`config.mk`:
```
export PLATFORM = sky130hd
export DESIGN_NAME = vga_fb_arbiter
export DESIGN_NICKNAME = d
export VERILOG_FILES = /design/src/rtl/vga_fb_arbiter.sv
export SDC_FILE = /design/constraint.sdc
export NUM_CORES = 1
export LEC_CHECK = 0
export CELL_PAD_IN_SITES_DETAIL_PLACEMENT = 0
export CELL_PAD_IN_SITES_GLOBAL_PLACEMENT = 1
export CORE_MARGIN = 8
export CORE_UTILIZATION = 25
export CTS_CLUSTER_SIZE = 12
export DETAILED_ROUTE_END_ITERATION = 6
export HOLD_SLACK_MARGIN = 0.03
export PLACE_DENSITY = 0.76
export SLEW_MARGIN = 25
export SYNTH_ARGS = -nofsm -noshare
export SYNTH_HDL_FRONTEND = slang
export SYNTH_SLANG_ARGS = --single-unit
```
`constraint.sdc`:
```
create_clock -name clk -period 4.5 [get_ports clk]
set_clock_uncertainty 0.05 [all_clocks]
set_input_delay 1.125 -clock clk [delete_from_list [all_inputs] [get_ports clk]]
set_output_delay 1.125 -clock clk [all_outputs]
set_load 0.01 [all_outputs]
```
`src/rtl/vga_fb_arbiter.sv`:
```
// rtl/vga_fb_arbiter.sv - single-port framebuffer arbiter between VGA display fetch and two pixel writers
//
// Ports:
//   clk, clr_n            pixel clock, synchronous active-low reset
//   hc, vc, vidon         timing generator counters and visible-window flag
//   hsync_in, vsync_in    syncs from the timing generator
//   wN_req/addr/data      writer N request (held until wN_gnt), N = 0,1
//   wN_gnt                one-cycle pulse when writer N's request is consumed
//   ram_en/we/addr/wdata  registered strobes to the single-port sync RAM
//   ram_rdata             RAM read data, valid one cycle after ram_en
//   pix_rgb, pix_valid    pixel colour to the DAC and its visible flag
//   hsync_out, vsync_out  syncs delayed to line up with pix_rgb
module vga_fb_arbiter #(
    parameter int HBP     = 144,
    parameter int VBP     = 31,
    parameter int FB_W    = 320,
    parameter int FB_H    = 240,
    parameter int COLOR_W = 12,
    parameter int ADDR_W  = 17
) (
    input  logic               clk,
    input  logic               clr_n,
    input  logic [9:0]         hc,
    input  logic [9:0]         vc,
    input  logic               vidon,
    input  logic               hsync_in,
    input  logic               vsync_in,
    input  logic               w0_req,
    input  logic [ADDR_W-1:0]  w0_addr,
    input  logic [COLOR_W-1:0] w0_data,
    output logic               w0_gnt,
    input  logic               w1_req,
    input  logic [ADDR_W-1:0]  w1_addr,
    input  logic [COLOR_W-1:0] w1_data,
    output logic               w1_gnt,
    output logic               ram_en,
    output logic               ram_we,
    output logic [ADDR_W-1:0]  ram_addr,
    output logic [COLOR_W-1:0] ram_wdata,
    input  logic [COLOR_W-1:0] ram_rdata,
    output logic [COLOR_W-1:0] pix_rgb,
    output logic               pix_valid,
    output logic               hsync_out,
    output logic               vsync_out
);

    localparam int FB_SIZE = FB_W * FB_H;

    // rr = 0: writer 0 wins a tie; rr = 1: writer 1 wins a tie
    logic               rr, rr_n;
    logic [9:0]         col, row;
    logic [ADDR_W-1:0]  disp_addr;
    logic               elig0, elig1, pick0, pick1;
    logic               en_n, we_n, gnt0_n, gnt1_n;
    logic [ADDR_W-1:0]  addr_n;
    logic [COLOR_W-1:0] wdata_n;
    logic [1:0]         vid_d, hs_d, vs_d;

    always_comb begin
        // Each stored pixel covers a 2x2 block on screen, so drop the LSB of both offsets.
        col = (hc - 10'(HBP)) >> 1;
        row = (vc - 10'(VBP)) >> 1;
        // row * 320 as (row << 8) + (row << 6)
        disp_addr = (ADDR_W'(row) << 8) + (ADDR_W'(row) << 6) + ADDR_W'(col);

        // A writer whose grant is showing this cycle has already been consumed;
        // its req is stale until it reacts, so it must not be granted again.
        elig0 = w0_req & ~w0_gnt;
        elig1 = w1_req & ~w1_gnt;
        pick0 = elig0 & (~elig1 | ~rr);
        pick1 = elig1 & (~elig0 | rr);

        en_n    = 1'b0;
        we_n    = 1'b0;
        addr_n  = '0;
        wdata_n = '0;
        gnt0_n  = 1'b0;
        gnt1_n  = 1'b0;
        rr_n    = rr;

        if (vidon) begin
            en_n   = 1'b1;
            addr_n = disp_addr;
        end else if (pick0) begin
            gnt0_n = 1'b1;
            rr_n   = 1'b1;
            // Out-of-range writes are acknowledged but never reach the RAM.
            if (w0_addr < ADDR_W'(FB_SIZE)) begin
                en_n    = 1'b1;
                we_n    = 1'b1;
                addr_n  = w0_addr;
                wdata_n = w0_data;
            end
        end else if (pick1) begin
            gnt1_n = 1'b1;
            rr_n   = 1'b0;
            if (w1_addr < ADDR_W'(FB_SIZE)) begin
                en_n    = 1'b1;
                we_n    = 1'b1;
                addr_n  = w1_addr;
                wdata_n = w1_data;
            end
        end
    end

    always_ff @(posedge clk) begin
        if (!clr_n) begin
            rr        <= 1'b0;
            ram_en    <= 1'b0;
            ram_we    <= 1'b0;
            ram_addr  <= '0;
            ram_wdata <= '0;
            w0_gnt    <= 1'b0;
            w1_gnt    <= 1'b0;
            vid_d     <= '0;
            hs_d      <= '0;
            vs_d      <= '0;
        end else begin
            rr        <= rr_n;
            ram_en    <= en_n;
            ram_we    <= we_n;
            ram_addr  <= addr_n;
            ram_wdata <= wdata_n;
            w0_gnt    <= gnt0_n;
            w1_gnt    <= gnt1_n;
            // Two stages: one for the registered RAM strobe, one for the RAM read.
            vid_d     <= {vid_d[0], vidon};
            hs_d      <= {hs_d[0], hsync_in};
            vs_d      <= {vs_d[0], vsync_in};
        end
    end

    assign pix_valid = vid_d[1];
    assign hsync_out = hs_d[1];
    assign vsync_out = vs_d[1];
    assign pix_rgb   = pix_valid ? ram_rdata : '0;

endmodule
```
==> results_dict.tcl, run 1 <==
set metrics [dict create \
    drive_above_1_share 0.0644 \
    crit_fanout 3 \
    hold_buffers 0 \
    synthXorXnorAreaFrac 0.0657 \
    grt_pass1_wl_um 12500 \
    drtIter0Drc 118 \
    min_from "vs_d[0]$_SDFF_PN0_" \
    n_antenna_cell 0 \
    numCtsBuffers 5 \
    p_leak_uw 0.00155 \
    dpl.hpwl_um 6860 \
    period_needed_ns 4.30 \
    antenna_found_initial 0 \
    synth_compound_area_frac 0.264 \
    synth_top_family_by_area "compound AO/OA/AOI/OAI gates" \
    grt.overflow.total 0 \
    place_inst 488 \
    cts_tree "done" \
    hold_ws_ns 0.387 \
    p_int_uw 763 \
    synth-edff-count 0 \
    drv_cap 0 \
    power_density_nw_per_um2 274 \
    grt_max_degree 20 \
    synth_area_leaders "dfxtp_1, ha_1, a22oi_1, and2_1, nor2_1" \
    num-fill-cells 883 \
    final_cell_mix "clkdlybuf4s50_1, dfxtp_1, nor2_1" \
    r2r_cells 5 \
    drt-total-wl_um 8060 \
    rows 34 \
    whs_endpoint "vs_d[1]$_SDFF_PN0_" \
    synthArstFlopShare 0 \
    die-area_um2 12300 \
    placed_cell_area_um2 3800 \
    cp_data_arrival_time_ns 4.44 \
    synth_ff_type "dfxtp_1" \
    yosysTopAreaCell "dfxtp_1" \
    muxShareOfSynthArea 0 \
    die_h_um 111 \
    first_pass_iters 6 \
    r2r_slack_ns 2.55 \
    drc 0 \
    relSlewSlack 0.468 \
    switching_share 0.289 \
    path_clk_slew_ns 0.08 \
    clock_path_buffers 2 \
    status "finished clean" \
    via_per_inst 4.68 \
    final_antenna_net_count 0 \
    num_vias 2320 \
    die_w_um 111 \
    portBuffers 143 \
    layout_commonest_cell "clkdlybuf4s50_1" \
    pwr-share-seq 0.361 \
    rsz0062_at_grt "no" \
    synthesis.instances 239 \
    nNetsFinal 505 \
    clock_latency_ns 0.30 \
    syn_nets 357 \
    ys.warnings.count 0 \
    synth_cell_types 49 \
    clkSinkCount 40 \
    clockPowerShare 0.283 \
    worst_hold_path_type "reg -> reg" \
    first_global_vias 2329 \
    setup-violations-final 0 \
    coreArea_um2 8720 \
    clock-root-buffer "clkbuf_8" \
    htree_levels 2 \
    min_path_cells 1 \
    yosysSeqAreaShare 0.356 \
    startpoint_type "input port" \
    syn_avg_cell_area_um2 9.40 \
    ys_seq_elements 40 \
    io_pins 145 \
    timing.setup.tns_ns 0 \
    stdcell_area_um2 3920 \
    final_cells 496 \
    clock.fmax_ghz 0.233 \
    yosys.area_share.simple 0.135 \
    wl_per_cell_um 16.3 \
    maxSlewViolCount 0 \
    area_growth_pct 74.4 \
    place_congestion 0.792 \
    r2r-end "ram_addr[10]$_SDFF_PN0_" \
    synth_area_um2 2250 \
    comb_power_share 0.355 \
    ctsResizeCount 0 \
    yosysTopAreaCellShare 0.356 \
    post_cts_buffers 0 \
    peakVddDrop_uv 116 \
    critPathKind "in -> reg" \
    crit_required_ns 4.64 \
    floorplan.initialDensity 0.258 \
    hold_viol_final 0 \
    synthAdderAreaFrac 0.124 \
    r2r_start "w0_gnt$_SDFF_PP0_" \
    switching_power_uw 310 \
    period_share 0.955 \
    cp-end-kind "register" \
    timing_worst_slew_pin_value_ns 0.799 \
    grt.total_usage 0.126 \
]
-- cell type report --
class	count	area [µm²]	share of cell area
repair buffers	149	1480	0.377
clock inverters	3	46.3	0.0118
multi-input cells	173	1320	0.338
well taps	108	135	0.0345
inverters	18	67.6	0.0172
clock buffers	5	68.8	0.0176
flip-flops and latches	40	801	0.204
-- routing by layer --
layer / vias up / global-route usage / wire, µm
met5: - / 0 / 0
met4: 0 / 0.0387 / 107
met3: 8 / 0.0449 / 676
met2: 104 / 0.222 / 3870
met1: 1041 / 0.138 / 3400
li1: 1167 / - / -
-- worst max-delay path, stage by stage --
cell             delay, ns
clkdlybuf4s50_1       0.42
or3_1                 0.39
a21oi_1               0.19
xor2_1                0.22
fa_1                  0.47
ha_1                  0.32
a21oi_2               0.17
o22ai_1               0.12
a311o_1               0.42
a2111o_1              0.44
o2111a_1              0.15
-- kinds of logic (layout without fill, tap and decap cells) --
kind of cell | after synthesis | count (layout)
flip-flops | 40 | 40
XOR/XNOR | 16 | 16
AND/OR/NAND/NOR | 61 | 61
AO/OA/AOI/OAI | 75 | 75
adder cells (fa/ha/maj) | 21 | 21
buffers and inverters | 26 | 175
-- power by group through the flow --
stage | clock, µW | combinational (µW) | sequential, µW
global route | 323 | 420 | 390
finish | 304 | 381 | 387
detailed placement | 0 | 385 | 396
global placement | 0 | 381 | 396
floorplan | 0 | 184 | 408
CTS | 315 | 388 | 388
-- state kept, by name, summed over array words and instances (netlist names) --
register and count:
ram_addr 17, ram_wdata 12, hs_d 2, vid_d 2
vs_d 2, ram_en 1, ram_we 1, rr 1
w0_gnt 1, w1_gnt 1
-- through the flow --
stage | utilization | total power (µW) | worst slack, ns
6_report | 0.449 | 1070 | 0.203
5_1_grt | 0.449 | 1130 | 0.0770
4_1_cts | 0.449 | 1090 | 0.177
3_5_place_dp | 0.436 | 782 | -0.132
3_3_place_gp | 0.436 | 777 | -0.0642
2_1_floorplan | - | 592 | 0.503
-- how the worst max path moves through the flow --
stage / from / end / slack, ns / cells past startpoint
2_1_floorplan: hc[4] / ram_addr[16]$_SDFF_PN0_ / 0.50 / 10
3_3_place_gp: hc[4] / ram_addr[16]$_SDFF_PN0_ / -0.06 / 11
3_5_place_dp: hc[4] / ram_addr[16]$_SDFF_PN0_ / -0.13 / 11
4_1_cts: hc[4] / ram_addr[16]$_SDFF_PN0_ / 0.18 / 11
5_1_grt: hc[4] / ram_addr[16]$_SDFF_PN0_ / 0.08 / 11
6_report: hc[4] / ram_addr[16]$_SDFF_PN0_ / 0.20 / 11
-- cell usage after synthesis, types with 5 or more instances --
library cell and n:
nand2_1 6, a21oi_1 5, o21a_1 5, a22oi_1 18, inv_1 17, xor2_1 8, a211oi_1 6, xnor2_1 7
o21ai_1 5, ha_1 19, a222oi_1 5, and2_1 17, nor2_1 24, dfxtp_1 40
Note: power is estimated with default switching activity, not from simulation.
==> run 2, diff against run 1 <==
- CAP_MARGIN: not set -> 20
==> results of run 2 <==
No change in the layout: final DEF, timing and power equal those of run 1.
==> variant 1 (flow settings as in run 1) <==
Set the parameter `COLOR_W` to 18 (it was 12).
--- a/src/rtl/vga_fb_arbiter.sv
+++ b/src/rtl/vga_fb_arbiter.sv
@@ -16,5 +16,5 @@
     parameter int FB_W    = 320,
     parameter int FB_H    = 240,
-    parameter int COLOR_W = 12,
+    parameter int COLOR_W = 18,
     parameter int ADDR_W  = 17
 ) (
Interface: changed (5 resized); port bits go from 145 to 175. No check against the original RTL was run, so the function may have changed too.
==> variant 1 against run 1 <==
- combinational power rose by 8.7%
- clock power grew 1%
- routed wire length is 21% higher
- worst setup slack improved by 140 ps
- sequential cell count is 6 higher
- highest routed layer unchanged
- total power increased by 8.8%
- maximum frequency increased by 3.3%
- final area up 15%
- sequential power increased by 15%
- synthesized area grew 12%
==> variant 1: results (changes against run 1) <==
route:
  detail_route.wirelength.met1_mm: 4.05  # +19%
  met2_routed_wirelength_mm: 4.66  # +20%
  routed_wl_met3_um: 949  # +40%
  detail_route.wl_per_cell_um: 16.6  # +2.4%
placed_design:
  place_congestion: 0.860  # +8.6%
  post-dp-hpwl_mm: 8.32  # +21%
  place_area_sq_mm: 0.00442  # +16%
  detailedPlace.worstSlack_ps: 26.9  # +159 ps
final_layout:
  layout-drive-gt1-share_pct: 6.21  # -0.23 points
  largest_registers: "ram_wdata: 18 flops, ram_addr: 17 flops"
  clkbuf_count: 6  # +1
  layout.nonclk_buf_share_pct: 39.6  # +1.9 points
  final_core_util_pct: 46.3  # +1.4 points
  clockNetworkAreaShare_pct: 2.43  # -0.50 points
  buffers_excl_clock: 181  # +21%
  multiInputCombCellCount: 200  # +16%
  register_area_sq_um: 921  # +15%
  final_cell_count_no_fill: 584  # +18%
  multi_input_area_share_pct: 32.6  # -1.2 points
  final_net_count: 586  # +16%
worst_setup_path:
  timing.critical_path.max_delay_family: "adder cells"
  cell_depth_of_the_worst_flop_to_flop_path: 6  # +1
  cp_slowest_stage_delay_ps: 550  # +80 ps
  reg2reg_to: "ram_addr[11]"
synth:
  post_synth_fa_ha_maj_area_fraction_pct: 11.0  # -1.4 points
  ys_types: 48  # -2.0%
  postSynthCellCount: 274  # +15%
  yosys.area_share.xor_xnor_pct: 5.50  # -1.1 points
  post_synth_main_area_contributors: "sky130_fd_sc_hd__dfxtp_1 36%, sky130_fd_sc_hd__ha_1 9.4%, sky130_fd_sc_hd__a22oi_1 6.8%"
  synth-compound-area-share_pct: 23.9  # -2.6 points
power_and_ir_drop:
  switching_share_pct: 28.4  # -0.49 points
  vdd.ir_drop.worst_uv: 133  # +14%
  pwr-share-seq_pct: 38.1  # +2.0 points
  power.static_leakage_uw: 0.00177  # +14%
grt:
  globalRouteMet1Util_pct: 15.9  # +2.1 points
  vias_in_the_first_global_route: 2774  # +19%
  grt_util_met3_pct: 3.98  # -0.51 points
  grtUsageTotal_pct: 13.6  # +0.97 points
  gr-usage-met2_pct: 23.9  # +1.7 points
timing:
  holdWs_ps: 396  # +8.72 ps
  max_slew.worst_pin.slew_ps: 827  # +28.1 ps
  fmax_ghz: 0.240  # +3.3%
outcome:
  outcome: "finished clean"
==> variant 1: cell types whose count changed in the layout (fill, tap and decap cells not counted), moves of 3 or more <==
cell | before | now
sky130_fd_sc_hd__nand2_1 | 6 | 9
sky130_fd_sc_hd__nor2_1 | 24 | 28
sky130_fd_sc_hd__dfxtp_1 | 40 | 46
sky130_fd_sc_hd__clkdlybuf4s50_1 | 143 | 173
sky130_fd_sc_hd__nor3_1 | 1 | 8
sky130_fd_sc_hd__o21ai_0 | 2 | 6
sky130_fd_sc_hd__a22oi_1 | 18 | 23
sky130_fd_sc_hd__and2_1 | 17 | 25
sky130_fd_sc_hd__a21o_1 | 3 | 6
sky130_fd_sc_hd__o21a_1 | 5 | 0
sky130_fd_sc_hd__o21ai_1 | 5 | 1
==> variant 1: worst max path at each step <==
stage | start | end
finish | hc[4] | ram_addr[15]
global route | hc[4] | ram_addr[15]
CTS | hc[4] | ram_addr[15]
detailed placement | hc[4] | ram_addr[15]
global placement | hc[4] | ram_addr[15]
floorplan | hc[4] | ram_addr[15]
==> variant 2 (settings of run 1) <==
Made on the original files. Register the output `pix_rgb`; this adds one clock of latency there. The other outputs are not delayed to match.
--- a/src/rtl/vga_fb_arbiter.sv
+++ b/src/rtl/vga_fb_arbiter.sv
@@ -134,5 +134,7 @@
     assign hsync_out = hs_d[1];
     assign vsync_out = vs_d[1];
-    assign pix_rgb   = pix_valid ? ram_rdata : '0;
+    always_ff @(posedge clk) begin
+        pix_rgb <= pix_valid ? ram_rdata : '0;
+    end
 
 endmodule
Check against the original RTL: not equivalent (a bounded check fails within 4 cycles, from zero or initial values).
==> variant 2 against run 1 <==
- sequential cell count is 12 higher
- synthesized area is 13% higher
- final area is 7.5% higher
- total power is 13% higher
- worst setup slack better by 250 ps
- via count is 6.0% higher
- routed wire length is 11% higher
- critical path type unchanged
- largest cell class unchanged
==> variant 2: results (changes against run 1) <==
clock_tree:
  clk_pin_slew_ps: 90
  clock_root_cell: "sky130_fd_sc_hd__clkbuf_8"
  ctsLongestPathBuffers: 2  # unchanged
  numCtsBuffers: 5  # unchanged
  cts_setup_buffers: 0  # unchanged
  postCtsResizedCells: 0  # unchanged
  cts_max_level: 2  # unchanged
  clock_latency_ps: 310
timing:
  fmax_ghz: 0.247  # +6.3%
  timing.slew.headroom_pct: 46.1  # -0.61 points
worst_setup_path:
  critPathMaxFanout: 3  # unchanged
  cp.arrival_ps: 4180  # -260 ps
  cell_depth_of_the_worst_flop_to_flop_path: 5  # unchanged
  slowest_stage_cell_crit_path: "sky130_fd_sc_hd__fa_1"
  cp_slowest_stage_delay_ps: 470  # about the same
  timing.critical_path.max_delay_family: "compound AO/OA/AOI/OAI gates"
synth:
  synth.yosys.warnings: 0  # unchanged
  post_synth_main_area_contributors: "sky130_fd_sc_hd__dfxtp_1 41%, sky130_fd_sc_hd__ha_1 9.4%, sky130_fd_sc_hd__a22oi_1 6.2%"
  top_cells_by_instance_count_after_synthesis: "52 x sky130_fd_sc_hd__dfxtp_1, 24 x sky130_fd_sc_hd__nor2_1, 21 x sky130_fd_sc_hd__a22oi_1, 19 x sky130_fd_sc_hd__ha_1, 18 x sky130_fd_sc_hd__nand2_1"
  ys_seq_area_share_pct: 41.1  # +5.4 points
  ys_types: 47  # -4.1%
  synth-async-reset-ratio_pct: 0  # unchanged
  syn_area_per_cell_sq_um: 9.57  # +1.7%
  yosys_most_used_dff: "sky130_fd_sc_hd__dfxtp_1"
  synth_nets: 383  # +7.3%
grt:
  antenna_violations_before_repair: 0  # unchanged
  grt_pass1_wl_mm: 13.1  # +5.0%
  grt_max_degree: 20  # unchanged
  grtUsageTotal_pct: 12.5  # -0.097 points
placed_design:
  place_congestion: 0.816  # +3.1%
  place_inst: 535  # +9.6%
  port_buffers: 143  # unchanged
  post-dp-hpwl_mm: 7.42  # +8.1%
power_and_ir_drop:
  vdd.ir_drop.worst_uv: 183  # +58%
  power.static_leakage_uw: 0.00165  # +5.8%
final_layout:
  insertedDiodeCount: 0  # unchanged
  num-fill-cells: 1019  # +15%
  layout-drive-gt1-share_pct: 4.63  # -1.8 points
  final_net_count: 527  # +4.4%
  largest_registers: "ram_addr: 17 flops, pix_rgb: 12 flops, ram_wdata: 12 flops"
hold_path:
  hold_class: "reg2reg"
  worst_hold_path_stage_count: 1  # unchanged
route:
  first_pass_iters: 4  # -2
  detail_route.wl_per_cell_um: 16.5  # +1.4%
  vias_per_cell: 4.53  # -3.1%
  totalWireLength_mm: 8.95  # +11%
  drt-initial-drc-count: 158  # +34%
outcome:
  outcome: "finished clean"
## variant 2: kinds of logic after synthesis
family	share of synthesized area, %
AO/OA/AOI/OAI	22.1
flip-flops	41.1
buffers and inverters	3.95
XOR/XNOR	4.84
AND/OR/NAND/NOR	16.7
multiplexers	0.395
adder cells (fa/ha/maj)	11.0
## variant 2: path summary, 6_finish.rpt
check                                     to     from  slack (ps)
worst min register to register       hs_d[1]  hs_d[0]         390
worst min-delay path                 hs_d[1]  hs_d[0]         390
worst max register to register   ram_addr[8]   w1_gnt        2660
worst max-delay path            ram_addr[15]    hc[4]         460
## variant 2: power by group
part,switching (uW),total [uW],internal [uW]
combinational,171,381,210
clock,165,332,168
sequential,9.01,498,489
total,345,1210,867
## variant 2: stage by stage
stage / util [%] / total power [uW] / area [sq um] / worst slack (ps)
2_1_floorplan: - / 697 / 2530 / 781
3_3_place_gp: 41.7 / 888 / 4100 / 121
3_5_place_dp: 41.7 / 892 / 4100 / 129
4_1_cts: 42.9 / 1240 / 4210 / 438
5_1_grt: 42.9 / 1290 / 4210 / 170
6_report: 42.9 / 1210 / 4210 / 458
## variant 2: worst register-to-register path, cell delays in order, from the launching register on
cell and delay (ps):
sky130_fd_sc_hd__dfxtp_1 320, sky130_fd_sc_hd__nor2b_1 190, sky130_fd_sc_hd__o21ai_2 150, sky130_fd_sc_hd__a211oi_2 710, sky130_fd_sc_hd__a22oi_1 230, sky130_fd_sc_hd__o21ai_1 120
## variant 2: cell type report
type / instances / area [sq um] / share of cell area [%]
clock buffer: 5 / 68.8 / 1.63
multi-input combinational: 192 / 1390 / 33.1
clock inverter: 3 / 46.3 / 1.10
sequential: 52 / 1040 / 24.7
timing repair buffer: 145 / 1450 / 34.3
inverter: 13 / 48.8 / 1.16
tap: 133 / 166 / 3.95
## variant 2: layer usage
layer | wire [um] | GRT usage, % | vias up
met3 | 910 | 4.40 | 5
met2 | 4340 | 22.6 | 98
li1 | - | - | 1241
met5 | 0 | 0 | -
met1 | 3630 | 13.8 | 1116
met4 | 70 | 2.56 | 0
